--- config.mk ---
export PLATFORM = sky130hd
export DESIGN_NAME = vram_arbiter
export DESIGN_NICKNAME = d
export VERILOG_FILES = /design/src/rtl/vram_arb_pkg.sv /design/src/rtl/vram_req_slot.sv /design/src/rtl/vram_arbiter.sv
export SDC_FILE = /design/constraint.sdc
export NUM_CORES = 1
export LEC_CHECK = 0
export ABC_AREA = 1
export BUFFER_PORTS_ARGS = -buffer_cell sky130_fd_sc_hd__buf_2
export CORE_ASPECT_RATIO = 0.6
export CORE_MARGIN = 8
export CORE_UTILIZATION = 34
export CTS_BUF_LIST = sky130_fd_sc_hd__clkbuf_8
export DETAILED_ROUTE_END_ITERATION = 12
export PLACE_DENSITY = 0.56
export SYNTH_ARGS = -nofsm -noshare
export SYNTH_HDL_FRONTEND = slang
export SYNTH_SLANG_ARGS = --single-unit
--- constraint.sdc ---
create_clock -name clk_in -period 3.8 [get_ports clk_in]
set_clock_uncertainty 0.15 [all_clocks]
set_input_delay 0.19 -clock clk_in [delete_from_list [all_inputs] [get_ports clk_in]]
set_output_delay 0.19 -clock clk_in [all_outputs]
set_load 0.02 [all_outputs]
--- src/rtl/vram_arb_pkg.sv ---
// Shared types and constants for the VRAM read-port arbiter.
package vram_arb_pkg;

  typedef enum logic [1:0] {
    IDLE   = 2'd0,
    WAIT   = 2'd1,
    RETURN = 2'd2
  } arb_state_t;

  typedef enum logic [1:0] {
    REQ_NONE = 2'd0,
    REQ_BG   = 2'd1,
    REQ_OBJ  = 2'd2,
    REQ_CPU  = 2'd3
  } req_id_t;

  localparam int          NUM_REQ          = 3;
  localparam logic [7:0]  CPU_LOCKOUT_DATA = 8'hFF;

endpackage

--- src/rtl/vram_req_slot.sv ---
// One pending-request slot: captures address on a pulse only when empty.
module vram_req_slot #(
  parameter int ADDR_W = 16
) (
  input  logic              clk_in,
  input  logic              rst_in,
  input  logic              load_in,
  input  logic [ADDR_W-1:0] addr_in,
  input  logic              clr_in,
  output logic              pending,
  output logic [ADDR_W-1:0] addr
);

  // Clear has priority so a pulse on the clearing edge is dropped.
  always_ff @(posedge clk_in or posedge rst_in) begin
    if (rst_in) begin
      pending <= 1'b0;
      addr    <= '0;
    end else if (clr_in) begin
      pending <= 1'b0;
    end else if (load_in && !pending) begin
      pending <= 1'b1;
      addr    <= addr_in;
    end
  end

endmodule

--- src/rtl/vram_arbiter.sv ---
// Three-way VRAM read-port arbiter (BG, OBJ, CPU) with fixed-latency read sequencing.
// Optional VRAM_ARB_CONFLICT_CNT_EN adds a saturating multi-request grant counter.
module vram_arbiter
  import vram_arb_pkg::*;
#(
  parameter int ADDR_W       = 16,
  parameter int READ_LATENCY = 2
) (
  input  logic              clk_in,
  input  logic              rst_in,
  input  logic              tclk_in,
  input  logic [ADDR_W-1:0] bg_addr_in,
  input  logic              bg_addr_valid_in,
  output logic [7:0]        bg_data_out,
  output logic              bg_data_valid_out,
  input  logic [ADDR_W-1:0] obj_addr_in,
  input  logic              obj_addr_valid_in,
  output logic [7:0]        obj_data_out,
  output logic              obj_data_valid_out,
  input  logic [ADDR_W-1:0] cpu_addr_in,
  input  logic              cpu_addr_valid_in,
  output logic [7:0]        cpu_data_out,
  output logic              cpu_data_valid_out,
  input  logic              sprite_hit_in,
  input  logic              mode3_in,
  output logic [ADDR_W-1:0] vram_addr_out,
  output logic              vram_rd_out,
  input  logic [7:0]        vram_data_in,
  output logic [1:0]        grant_out,
  output logic              mem_busy_out
`ifdef VRAM_ARB_CONFLICT_CNT_EN
  ,
  output logic [15:0]       conflict_cnt_out
`endif
);

  localparam logic [2:0] LAT = 3'(READ_LATENCY);

  arb_state_t state;
  req_id_t    grant_q, win;
  logic [2:0] cnt;
  logic [7:0] data_q;

  // Slot index: 0 BG, 1 OBJ, 2 CPU (grant id = index + 1).
  logic [NUM_REQ-1:0]             pend, load, clr;
  logic [NUM_REQ-1:0][ADDR_W-1:0] in_addr, req_addr;
  logic [ADDR_W-1:0]              win_addr;
  logic                           grant_fire;

  assign in_addr = {cpu_addr_in, obj_addr_in, bg_addr_in};
  assign load    = {cpu_addr_valid_in, obj_addr_valid_in, bg_addr_valid_in};

  for (genvar i = 0; i < NUM_REQ; i++) begin : g_slot
    assign clr[i] = (state == RETURN) && (grant_q == req_id_t'(2'(i + 1)));
    vram_req_slot #(.ADDR_W(ADDR_W)) u_slot (
      .clk_in  (clk_in),
      .rst_in  (rst_in),
      .load_in (load[i]),
      .addr_in (in_addr[i]),
      .clr_in  (clr[i]),
      .pending (pend[i]),
      .addr    (req_addr[i])
    );
  end

  always_comb begin
    win = REQ_NONE;
    if (sprite_hit_in) begin
      if      (pend[1]) win = REQ_OBJ;
      else if (pend[0]) win = REQ_BG;
      else if (pend[2]) win = REQ_CPU;
    end else begin
      if      (pend[0]) win = REQ_BG;
      else if (pend[1]) win = REQ_OBJ;
      else if (pend[2]) win = REQ_CPU;
    end
  end

  always_comb begin
    win_addr = '0;
    case (win)
      REQ_BG:  win_addr = req_addr[0];
      REQ_OBJ: win_addr = req_addr[1];
      REQ_CPU: win_addr = req_addr[2];
      default: win_addr = '0;
    endcase
  end

  assign grant_fire   = (state == IDLE) && tclk_in && (|pend);
  assign grant_out    = grant_q;
  assign mem_busy_out = (state != IDLE) || (|pend);

  always_ff @(posedge clk_in or posedge rst_in) begin
    if (rst_in) begin
      state              <= IDLE;
      grant_q            <= REQ_NONE;
      cnt                <= '0;
      data_q             <= '0;
      vram_addr_out      <= '0;
      vram_rd_out        <= 1'b0;
      bg_data_out        <= '0;
      obj_data_out       <= '0;
      cpu_data_out       <= '0;
      bg_data_valid_out  <= 1'b0;
      obj_data_valid_out <= 1'b0;
      cpu_data_valid_out <= 1'b0;
    end else begin
      vram_rd_out        <= 1'b0;
      bg_data_valid_out  <= 1'b0;
      obj_data_valid_out <= 1'b0;
      cpu_data_valid_out <= 1'b0;
      case (state)
        IDLE: begin
          if (grant_fire) begin
            grant_q <= win;
            // CPU is locked out during pixel transfer: answer without touching VRAM.
            if (win == REQ_CPU && mode3_in) begin
              data_q <= CPU_LOCKOUT_DATA;
              state  <= RETURN;
            end else begin
              vram_addr_out <= win_addr;
              vram_rd_out   <= 1'b1;
              cnt           <= LAT;
              state         <= WAIT;
            end
          end
        end
        WAIT: begin
          if (cnt == 3'd1) begin
            data_q <= vram_data_in;
            cnt    <= '0;
            state  <= RETURN;
          end else begin
            cnt <= cnt - 3'd1;
          end
        end
        RETURN: begin
          case (grant_q)
            REQ_BG:  begin bg_data_out  <= data_q; bg_data_valid_out  <= 1'b1; end
            REQ_OBJ: begin obj_data_out <= data_q; obj_data_valid_out <= 1'b1; end
            REQ_CPU: begin cpu_data_out <= data_q; cpu_data_valid_out <= 1'b1; end
            default: ;
          endcase
          grant_q <= REQ_NONE;
          state   <= IDLE;
        end
        default: state <= IDLE;
      endcase
    end
  end

`ifdef VRAM_ARB_CONFLICT_CNT_EN
  logic multi_pend;
  assign multi_pend = (pend[0] & pend[1]) | (pend[0] & pend[2]) | (pend[1] & pend[2]);

  always_ff @(posedge clk_in or posedge rst_in) begin
    if (rst_in)
      conflict_cnt_out <= '0;
    else if (grant_fire && multi_pend && conflict_cnt_out != 16'hFFFF)
      conflict_cnt_out <= conflict_cnt_out + 16'd1;
  end
`endif

endmodule

==> results.md, run 1 <==
* Initial antenna violation count at 0
* Max Slew Vio Count at 0
* Post-CTS setup buffer count at 0
* Status: completed
* Routed length on met2 at 5.644 mm
* Final Hold Viols at 0
* WL per Instance at around 15 um
* Cell breakdown of the critical path: inv_2, nor2_4, nand3_2, nand3_1, o21ai_0
* RSZ-0062 raised after global routing: no
* Synth warn at 0
* FILL cells at ~1.4k
* Int Pwr at 2.565 mW
* Switch share at 40.10%
* Post-Syn Nets at 615
* Max-slew headroom at 34.87%
* First-pass GRT wire length at 21.98 mm
* Footprint of the multi-input gates at 1570 sq um
* Syn Inst Count at 549
* Yosys top cell area share at 58.37%
* Final TNS setup at 0 ns
* Vias per inst at 4.422
* Worst-case vdd ir drop at 196.3 uV
* Combinational share of power at 36.5%
* Fin nets at 779
* Critical path required time at 3.92 ns
* Ant diodes at 0
* P&R area growth vs syn at 31.76%
* Gp weighted congestion at between 0.8 and 0.9
* DRC viols at 0
* Met3 wire length at roughly 630 um
* Syn Area/Cell at roughly 8.6 sq um
* Seq cells post-synth at 110
* Mapped Area at 4716 sq um
* Setup violations, final at 0
* Post-synthesis cell type count at 27
* Clock Tree Buf Depth at 2
* Leading area contributor after synthesis: dfrtp_1
* GRT Total Usage at 15.46%
* Most frequent cells in the layout: nand2_1, dfrtp_1, buf_2
* Final hold slack at 0.01381 ns
* Clk_lat worst skew at 0.37 ns
* Dpl hpwl at just under 10 mm
* Fraction of layout cells with a size suffix above 1 at 21.73%
* Worst slew pin tran at 0.9742 ns
* F_max at 435.0 MHz
* Synth Flop Type: dfrtp_1
* Asr flop ratio synth at 100.0%
* Vias in the first global route at 4119
* Initial Util at 34.71%
* Number of CTS-inserted buffers at 9
* Fin crit period at about 2.3 ns
* Die area at ~18000 sq um
* Total grt overflow at 0
* Clock power share at 18.2%
* Max FO, Critical Path at 32
* CTS tree: done
* Slowest CP cell: nand3_1
* Psw at ~1.7 mW
* Die Height at 107.2 um
* LEAKAGE at around 3.4 nW
* Nature of the critical path endpoint: register
* I/O pin total at between 100 and 150
* Period Utilization, post-route at 60.49%
* Crit path DAT at between 2 and 2.5 ns
* H-tree Lvls at 3
* Number of I/O port buffers at 110
* Reg power frac at 45.4%
* Post-synth EDFFs at 0
* Largest net degree at the start of global routing at 59
* DIE WIDTH at 168.0 um
* First-iteration detailed-routing DRC count at 299
* # rows at 33
* Synth top area cells: dfrtp_1, nand2_1, o21ai_0
* Core area at 13580 sq um
* Hold Crit Class: input pin to register
* Register area share after synthesis at 58.37%
* Worst setup SP type: register
* CP Class: register to register
* Commonest non-fill, non-tap cell in the layout: nand2_1
* PD cells at ~700 nW/um^2
* M1 WL at approximately 6.8 mm
* Highest routed metal layer: met4
* Antenna viol nets, final at 0
* Routed via count at 3949
* CTS Root Cell: clkbuf_8
* Routed wire length at 13.25 mm
* CTS clock-pin slew for the worst setup and hold paths at 0.11 ns
* Drt first pass iters at 5
* Register Area at 2753 sq um
* Clock Sink Count at 110
* Slowest Stage Delay on Critical Path at ~0.74 ns
* Max-cap violations at 0
## critical path: cells and delay by family (launching register included)
family	cells	cell delay, ns
buf+inv	1	0.12
simple gates	3	1.04
compound gates	1	0.46
flops	1	0.41
## cell usage after synthesis, types with 2 or more instances
library cell,number
o21ai_0,79
nand3_2,4
clkbuf_1,3
nand4_1,2
nor2_1,9
inv_1,72
dfrtp_1,110
or2_2,8
nand3_1,28
nand2_1,199
ha_1,2
buf_6,2
buf_2,12
nor2_2,2
inv_2,4
nand2_2,2
## sequential cells by signal, indices dropped and copies added (netlist names)
signal,cells
g_slot.u_slot.addr,48
vram_addr_out,16
bg_data_out,8
vram_rd_out,1
data_q,8
obj_data_out,8
cnt,3
cpu_data_out,8
g_slot.u_slot.pending,3
obj_data_valid_out,1
state,2
cpu_data_valid_out,1
bg_data_valid_out,1
grant_out,2
## final timing paths
| check | startpoint | to | slack, ns | cells past startpoint |
|---|---|---|---|---|
| min reg2reg | data_q[5] | data_q[5] | 0.33 | 2 |
| max in group asynchronous | rst_in | cnt[0] | 2.34 | 4 |
| min | vram_data_in[2] | data_q[2] | 0.01 | 4 |
| min in group asynchronous | rst_in | cpu_data_out[3] | 0.32 | 3 |
| max | state[1] | g_slot[0].u_slot.addr[15] | 1.50 | 5 |
| max reg2reg | state[1] | g_slot[0].u_slot.addr[15] | 1.50 | 5 |
## repair_timing
action                    CTS  global route
resized for setup           0             0
hold buffers               59             0
hold endpoints to repair  114             0
## logic make-up after synthesis
group           Yosys count  synth area share (%)
simple gates            258                 23.43
flops                   110                 58.37
buf+inv                  95                 8.331
fa+ha+maj                 2                0.5306
compound gates           83                 9.154
xor+xnor                  1                0.1858
## power groups by stage
stage	sequential [mW]	clock, mW	combinational [mW]
6_report	1.94	0.778	1.56
5_1_grt	2.00	0.851	1.79
4_1_cts	1.94	0.807	1.58
3_5_place_dp	1.96	0	1.53
3_3_place_gp	1.94	0	1.50
2_1_floorplan	2.09	0	0.877
## metrics by stage
stage,std cells,utilization [%],area (sq um),setup WS (ns),total power [mW]
floorplan,549,-,4716,0.5577,2.968
global route,893,45.74,6213,1.240,4.646
finish,893,45.74,6213,1.501,4.283
detailed placement,818,39.76,5401,1.451,3.490
global placement,818,39.76,5401,1.604,3.443
CTS,893,45.74,6213,1.428,4.330
## final cells by class
cell class              instances  area share (%)
repair buffers                171           18.61
well taps                     175           3.524
multi-input cells             344           25.27
clock inverters                 7           1.571
flip-flops and latches        110           44.30
inverters                      77           4.732
clock buffers                   9           1.994
## per-layer routing
layer | vias to the layer above | track usage (%)
met3 | 9 | 3.522
met2 | 89 | 23.21
met1 | 1826 | 22.15
met5 | - | 0
li1 | 2025 | -
met4 | 0 | 3.932
Note: power is estimated with default switching activity, not from simulation.
==> run 2, diff against run 1 <==
--- a/config.mk
+++ b/config.mk
@@ -5,14 +5,14 @@
 export SDC_FILE = /design/constraint.sdc
 export NUM_CORES = 1
 export LEC_CHECK = 0
-export ABC_AREA = 1
+export ABC_AREA = 0
 export BUFFER_PORTS_ARGS = -buffer_cell sky130_fd_sc_hd__buf_2
 export CORE_ASPECT_RATIO = 0.6
 export CORE_MARGIN = 8
 export CORE_UTILIZATION = 34
 export CTS_BUF_LIST = sky130_fd_sc_hd__clkbuf_8
 export DETAILED_ROUTE_END_ITERATION = 12
-export PLACE_DENSITY = 0.56
+export PLACE_DENSITY = 0.58
 export SYNTH_ARGS = -nofsm -noshare
 export SYNTH_HDL_FRONTEND = slang
 export SYNTH_SLANG_ARGS = --single-unit
==> constraint.sdc (replaced) <==
create_clock -name clk_in -period 2.1 [get_ports clk_in]
set_clock_uncertainty 0.15 [all_clocks]
set_input_delay 0.105 -clock clk_in [delete_from_list [all_inputs] [get_ports clk_in]]
set_output_delay 0.105 -clock clk_in [all_outputs]
set_load 0.02 [all_outputs]
==> run 2 against run 1 <==
  * Register-to-register slack worse by 1.3 ns
  * Flip-flop and latch count unchanged
  * Die area down 0.67%
  * Highest routed layer unchanged
==> results.md, run 2 <==
* Status: completed
* I/O pin total at 111 (unchanged)
* FILL cells at 1229 (-9.0%)
* Vias in the first global route at 3826 (-7.1%)
* Synth warn at 0 (unchanged)
* Clock Tree Buf Depth at 2 (unchanged)
* Combinational share of power at 40.3% (+3.8 points)
* Antenna viol nets, final at 0 (unchanged)
* Dpl hpwl at 9.163 mm (-6.4%)
* Max FO, Critical Path at 2 (-94%)
* Synth top area cells: dfrtp_1, mux2_2, mux2_4
* LEAKAGE at 2.869 nW (-16%)
* Post-Syn Nets at 408 (-34%)
* Max-cap violations at 0 (unchanged)
* Ant diodes at 0 (unchanged)
* Int Pwr at 5.257 mW (+100%)
* Reg2reg path depth at 6 (+1)
* Period Utilization, post-route at 96.60%
* Hold_sp: mode3_in
* Top reg by flops: g_slot.u_slot.addr
* Yosys top cell area share at 58.82% (+0.45 points)
* Fin crit period at a little over 2 ns
* Register Area at 2755 sq um (about the same)
* Worst setup SP type: register
* # rows at 33 (unchanged)
* Drt first pass iters at 5 (unchanged)
* Worst reg2reg path endpoint: g_slot[0].u_slot.addr[11]
* Asr flop ratio synth at 100.0% (unchanged)
* Synth cell count leaders: dfrtp_1, mux2_2, nand3_1, o22a_1
* Clk_lat worst skew at 0.37 ns (about the same)
* Top flop regs: g_slot.u_slot.addr (48), vram_addr_out (16)
* Die area at 17900 sq um (-0.67%)
* Gp weighted congestion at 0.7925 (-4.1%)
* Slowest Stage Delay on Critical Path at 0.47 ns (-0.27 ns)
* CTS tree: done
* Routed wire length at 12.89 mm (-2.7%)
* DIE WIDTH at 167.5 um (-0.35%)
* Inst Count DP at 626 (-23%)
* P&R area growth vs syn at 34.84%
* Register area share after synthesis at 58.82% (+0.45 points)
* Total Power at 8.207 mW (+92%)
* Synth Flop Type: dfrtp_1
* Mapped Area at 4679 sq um (-0.77%)
* Most frequent cells in the layout: buf_2, dfrtp_1, dlygate4sd3_1
* Max Slew Vio Count at 0 (unchanged)
* Syn Inst Count at 342 (-38%)
* Final TNS setup at 0 ns (unchanged)
* Initial antenna violation count at 0 (unchanged)
* CTS clock-pin slew for the worst setup and hold paths at 0.09 ns (-0.02 ns)
* Total grt overflow at 0 (unchanged)
* Fin nets at 592 (-24%)
* Critical path required time at 1.85 ns (-2.07 ns)
* Footprint of the multi-input gates at 1803 sq um (+15%)
* Switch share at 35.94% (-4.2 points)
* H-tree Lvls at 3 (unchanged)
* First-pass GRT wire length at 21.11 mm (-4.0%)
* WHS Path Cells at 3 (-1)
* Final hold slack at 0.2000 ns (+0.1862 ns)
* Hold EP: state[1]
* Largest net degree at the start of global routing at 82 (+39%)
* Setup violations, final at 0 (unchanged)
* Die Height at 106.9 um (-0.33%)
* Psw at 2.950 mW (+72%)
* Nature of the critical path endpoint: primary output
* Crit path DAT at 1.77 ns (-0.65 ns)
* Count leader, synth: dfrtp_1
* CTS Root Cell: clkbuf_8
* DRC viols at 0 (unchanged)
* CP Class: register to primary output
* Worst flop-to-flop path startpoint: state[1]
* Worst slew pin tran at 0.5898 ns (-0.3844 ns)
* Commonest non-fill, non-tap cell in the layout: buf_2
* Seq cells post-synth at 110 (unchanged)
* Slowest CP cell: or4_1
* Cell breakdown of the critical path: or2_2, or4_1, buf_2
* Clock Sink Count at 110 (unchanged)
* Number of CTS-inserted buffers at 9 (unchanged)
* Syn Area/Cell at 13.68 sq um (+59%)
* First-iteration detailed-routing DRC count at 207 (-31%)
* Fin cells at 704 (-21%)
* Post-synthesis cell type count at 39 (+44%)
* Post-synth EDFFs at 0 (unchanged)
* Hold Crit Class: input pin to register
* RSZ-0062 raised after global routing: no
* Routed via count at 3370 (-15%)
* Leading area contributor after synthesis: dfrtp_1
* Reg power frac at 45.2% (-0.2 points)
* Clock power share at 14.4% (-3.8 points)
* Core area at 13540 sq um (-0.30%)
* Number of I/O port buffers at 110 (unchanged)
* F_max at 493.0 MHz
* Worst reg2reg setup slack at 0.17 ns (-1.33 ns)
* WL per Instance at 18.31 um (+23%)
* Final Hold Viols at 0 (unchanged)
* Core Util, Final at 46.59% (+0.85 points)
* Worst-case vdd ir drop at 553.2 uV (+180%)
* Max-slew headroom at 60.68% (+26 points)
* Vias per inst at 4.787 (+8.2%)
* Initial Util at 34.55% (-0.16 points)
* Fraction of layout cells with a size suffix above 1 at 43.48% (+22 points)
* GRT Total Usage at 14.93% (-0.53 points)
* Number of flip-flops in the largest register at 48 (unchanged)
* PD cells at 1301 nW/um^2 (+89%)
[run 2: cell types whose count changed after synthesis, sizes merged, moves of 5 or more]
cell	previous run	this run
a21oi	2	9
buf	15	10
inv	77	5
mux2	0	72
nand2	202	20
o21ai	80	15
o22a	0	23
or2	8	2
[run 2: worst max-delay path by stage]
stage,end,cells after the start,slack (ns),start
final,mem_busy_out,3,0.07,state[1]
after global routing,mem_busy_out,3,0.007,state[1]
after CTS,mem_busy_out,3,0.05,state[1]
after detailed placement,g_slot[0].u_slot.addr[13],5,0.23,state[1]
after global placement,g_slot[0].u_slot.addr[12],5,0.29,state[1]
after floorplan,g_slot[1].u_slot.addr[0],5,0.24,state[1]
[run 2: area by class of cell]
class,count,share of cell area (%)
multi-input combinational,211,28.57
clock inverter,2,0.1388
tap,175,3.470
timing repair buffer,189,21.18
sequential,110,43.66
inverter,5,0.3569
clock buffer,12,2.617
[run 2: stage by stage]
stage                     setup slack (ns)  cell area [sq um]
after floorplan                     0.2401               4683
after global placement              0.2923               5498
after detailed placement            0.2263               5498
after CTS                          0.05101               6310
after global routing              0.007369               6310
final                              0.07150               6310
[run 2: critical path: cells and delay by family (launching register included)]
family        cells  cell delay [ns]
simple gates      2             0.80
buf+inv           1             0.20
flops             1             0.42
[run 2: repair_timing]
action	4_1_cts	5_1_grt
endpoints found under the hold margin	172	0
setup buffers	2	0
hold buffers	62	0
gates resized for setup	2	0
endpoints found under the setup margin	1	0
[run 2: layer usage]
metal	GRT usage, %	part of all wire, %	routed length, um
met5	0	0	0
met1	20.34	49	6332
met3	4.035	4.3	555
met2	23.01	45	5811
met4	4.439	1.5	189
[run 2: cell families after synthesis]
kind of cell	share of synthesized area, %
flip-flops	58.82
AND/OR/NAND/NOR	10.13
multiplexers	18.93
AO/OA/AOI/OAI	8.851
buffers and inverters	2.727
adder cells (fa/ha/maj)	0.5347
[run 2: power by group through the flow]
stage | registers [mW] | clock network, mW | logic (mW)
final | 3.71 | 1.18 | 3.31
after global routing | 3.86 | 1.31 | 3.59
after floorplan | 4.13 | 0 | 1.76
after global placement | 3.73 | 0 | 3.12
after detailed placement | 3.78 | 0 | 3.21
after CTS | 3.72 | 1.23 | 3.36
==> run 3, diff against run 2 <==
--- a/config.mk
+++ b/config.mk
@@ -13,6 +13,7 @@
 export CTS_BUF_LIST = sky130_fd_sc_hd__clkbuf_8
 export DETAILED_ROUTE_END_ITERATION = 12
 export PLACE_DENSITY = 0.58
+export RECOVER_POWER = 50
 export SYNTH_ARGS = -nofsm -noshare
 export SYNTH_HDL_FRONTEND = slang
 export SYNTH_SLANG_ARGS = --single-unit
==> run 3 against run 2 <==
  * Non-clock buffer count is the same
  * Largest cell class unchanged
  * Die area is the same
  * Critical path type unchanged
  * Maximum frequency grew 0.11%
  * Largest power group unchanged
  * Utilization shrank 0.35 points
  * Sequential power is essentially flat
  * Register-to-register slack is essentially flat
  * Power shrank 0.72%
  * Hold slack is essentially flat
==> results.md, run 3 (same netlist as run 2, synthesis figures left out) <==
* Status: completed
* CTS Root Cell: clkbuf_8
* Max-slew headroom at 25.85% (-35 points)
* Hold_sp: mode3_in
* WHS Path Cells at 3 (unchanged)
* DRC viols at 0 (unchanged)
* Max Slew Vio Count at 0 (unchanged)
* Clock Sink Count at 110 (unchanged)
* Antenna viol nets, final at 0 (unchanged)
* Routed wire length at 12.92 mm (+0.26%)
* Total grt overflow at 0 (unchanged)
* Die area at 17900 sq um (unchanged)
* Worst slew pin tran at 1.112 ns (+0.5225 ns)
* First-iteration detailed-routing DRC count at 177 (-14%)
* DIE WIDTH at 167.5 um (unchanged)
* Cell breakdown of the critical path: or2_2, or4_1, buf_2
* Vias per inst at 4.807 (+0.42%)
* Fin nets at 592 (unchanged)
* Dpl cell area at 5498 sq um (unchanged)
* P&R area growth vs syn at 33.82%
* Slowest Stage Delay on Critical Path at 0.47 ns (about the same)
* Final Hold Viols at 0 (unchanged)
* Crit path DAT at 1.77 ns (about the same)
* CP Class: register to primary output
* CTS clock-pin slew for the worst setup and hold paths at 0.09 ns (about the same)
* LEAKAGE at 2.792 nW (-2.7%)
* Hold Crit Class: input pin to register
* Clk_lat worst skew at 0.36 ns (about the same)
* Drt first pass iters at 5 (unchanged)
* Inst Count DP at 626 (unchanged)
* Core Util, Final at 46.24% (-0.35 points)
* GRT Total Usage at 14.93% (unchanged)
* Max FO, Critical Path at 2 (unchanged)
* Top reg by flops: g_slot.u_slot.addr
* H-tree Lvls at 3 (unchanged)
* Worst-case vdd ir drop at 553.4 uV (about the same)
* Worst reg2reg setup slack at 0.17 ns (about the same)
* PD cells at 1301 nW/um^2 (about the same)
* Period Utilization, post-route at 96.49% (-0.11 points)
* Worst setup SP type: register
* Fin cells at 704 (unchanged)
* Worst flop-to-flop path startpoint: state[1]
* Top flop regs: g_slot.u_slot.addr (48), vram_addr_out (16)
* Initial Util at 34.55% (unchanged)
* Commonest non-fill, non-tap cell in the layout: dfrtp_1
* Nature of the critical path endpoint: primary output
* Worst reg2reg path endpoint: g_slot[0].u_slot.addr[11]
* First-pass GRT wire length at 21.11 mm (unchanged)
* Cell family with most CP delay: simple AND/OR/NAND/NOR gates
* Fin area at 6262 sq um (-0.75%)
* Vias in the first global route at 3826 (unchanged)
* # rows at 33 (unchanged)
* Final TNS setup at 0 ns (unchanged)
* Number of I/O port buffers at 110 (unchanged)
* FILL cells at 1246 (+1.4%)
* Slowest CP cell: or4_1
* I/O pin total at 111 (unchanged)
* PnR worst setup slack at 0.07379 ns (+0.002291 ns)
* Most frequent cells in the layout: dfrtp_1, buf_2, dlygate4sd3_1
* CTS tree: done
* Initial antenna violation count at 0 (unchanged)
* Dpl hpwl at 9.163 mm (unchanged)
* Reg2reg path depth at 6 (unchanged)
* Bufs and invs on worst path at 1 (unchanged)
* Gp weighted congestion at 0.7925 (unchanged)
* Number of flip-flops in the largest register at 48 (unchanged)
* Number of CTS-inserted buffers at 9 (unchanged)
* Clock Tree Buf Depth at 2 (unchanged)
* F_max at 493.5 MHz (+0.11%)
* Fraction of layout cells with a size suffix above 1 at 38.94% (-4.5 points)
* Place WS at 0.2263 ns (unchanged)
* Critical path required time at 1.85 ns (about the same)
* Routed via count at 3384 (+0.42%)
* Largest net degree at the start of global routing at 82 (unchanged)
* Ant diodes at 0 (unchanged)
* WL per Instance at 18.36 um (+0.26%)
* Setup violations, final at 0 (unchanged)
* Die Height at 106.9 um (unchanged)
* RSZ-0062 raised after global routing: no
* Hold EP: state[1]
* Fin crit period at 2.026 ns (-0.002291 ns)
* Core area at 13540 sq um (unchanged)
* Max-cap violations at 0 (unchanged)
run 3: worst max path at each step:
stage | end | slack [ns] | startpoint | cells after the start
finish | mem_busy_out | 0.07 | state[1] | 3
global route | mem_busy_out | 0.007 | state[1] | 3
CTS | mem_busy_out | 0.05 | state[1] | 3
detailed placement | g_slot[0].u_slot.addr[13] | 0.23 | state[1] | 5
global placement | g_slot[0].u_slot.addr[12] | 0.29 | state[1] | 5
floorplan | g_slot[1].u_slot.addr[0] | 0.24 | state[1] | 5
run 3: power by group:
group          internal (mW)  total, mW  leakage [nW]  switching, mW
sequential              3.11       3.72          1.29          0.611
clock                  0.512       1.18        0.0955          0.666
combinational           1.58       3.25          1.41           1.67
total                   5.20       8.15          2.79           2.95
run 3: final cells by class:
| type | instances | area [sq um] | share of cell area [%] |
|---|---|---|---|
| flip-flops and latches | 110 | 2755 | 44.00 |
| multi-input cells | 211 | 1803 | 28.79 |
| repair buffers | 189 | 1291 | 20.62 |
| well taps | 175 | 219.0 | 3.497 |
| clock buffers | 12 | 165.2 | 2.637 |
| inverters | 5 | 20.02 | 0.3197 |
| clock inverters | 2 | 8.758 | 0.1399 |
run 3: layer usage:
layer / up-vias / global-route usage (%) / routed length [um] / share of wire, %
met5: - / 0 / 0 / 0
met4: 0 / 4.439 / 212 / 1.6
met3: 16 / 4.035 / 579 / 4.5
met2: 82 / 23.01 / 5799 / 45
met1: 1695 / 20.34 / 6331 / 49
li1: 1591 / - / - / -
run 3: what timing repair did:
action	4_1_cts	5_1_grt
hold endpoints to repair	172	0
resized for setup	2	0
setup endpoints to repair	1	0
setup buffers	2	0
hold buffers	62	0
run 3: tightest hold or removal path: stages:
cell	delay [ns]
buf_2	0.24
a21oi_2	0.22
nor3_4	0.10
run 3: stage by stage:
stage	hold WS (ns)	power (mW)
floorplan	0.07999	5.883
finish	0.2000	8.148
global placement	0.1113	6.848
CTS	0.1657	8.319
detailed placement	0.1241	6.985
global route	0.2165	8.705
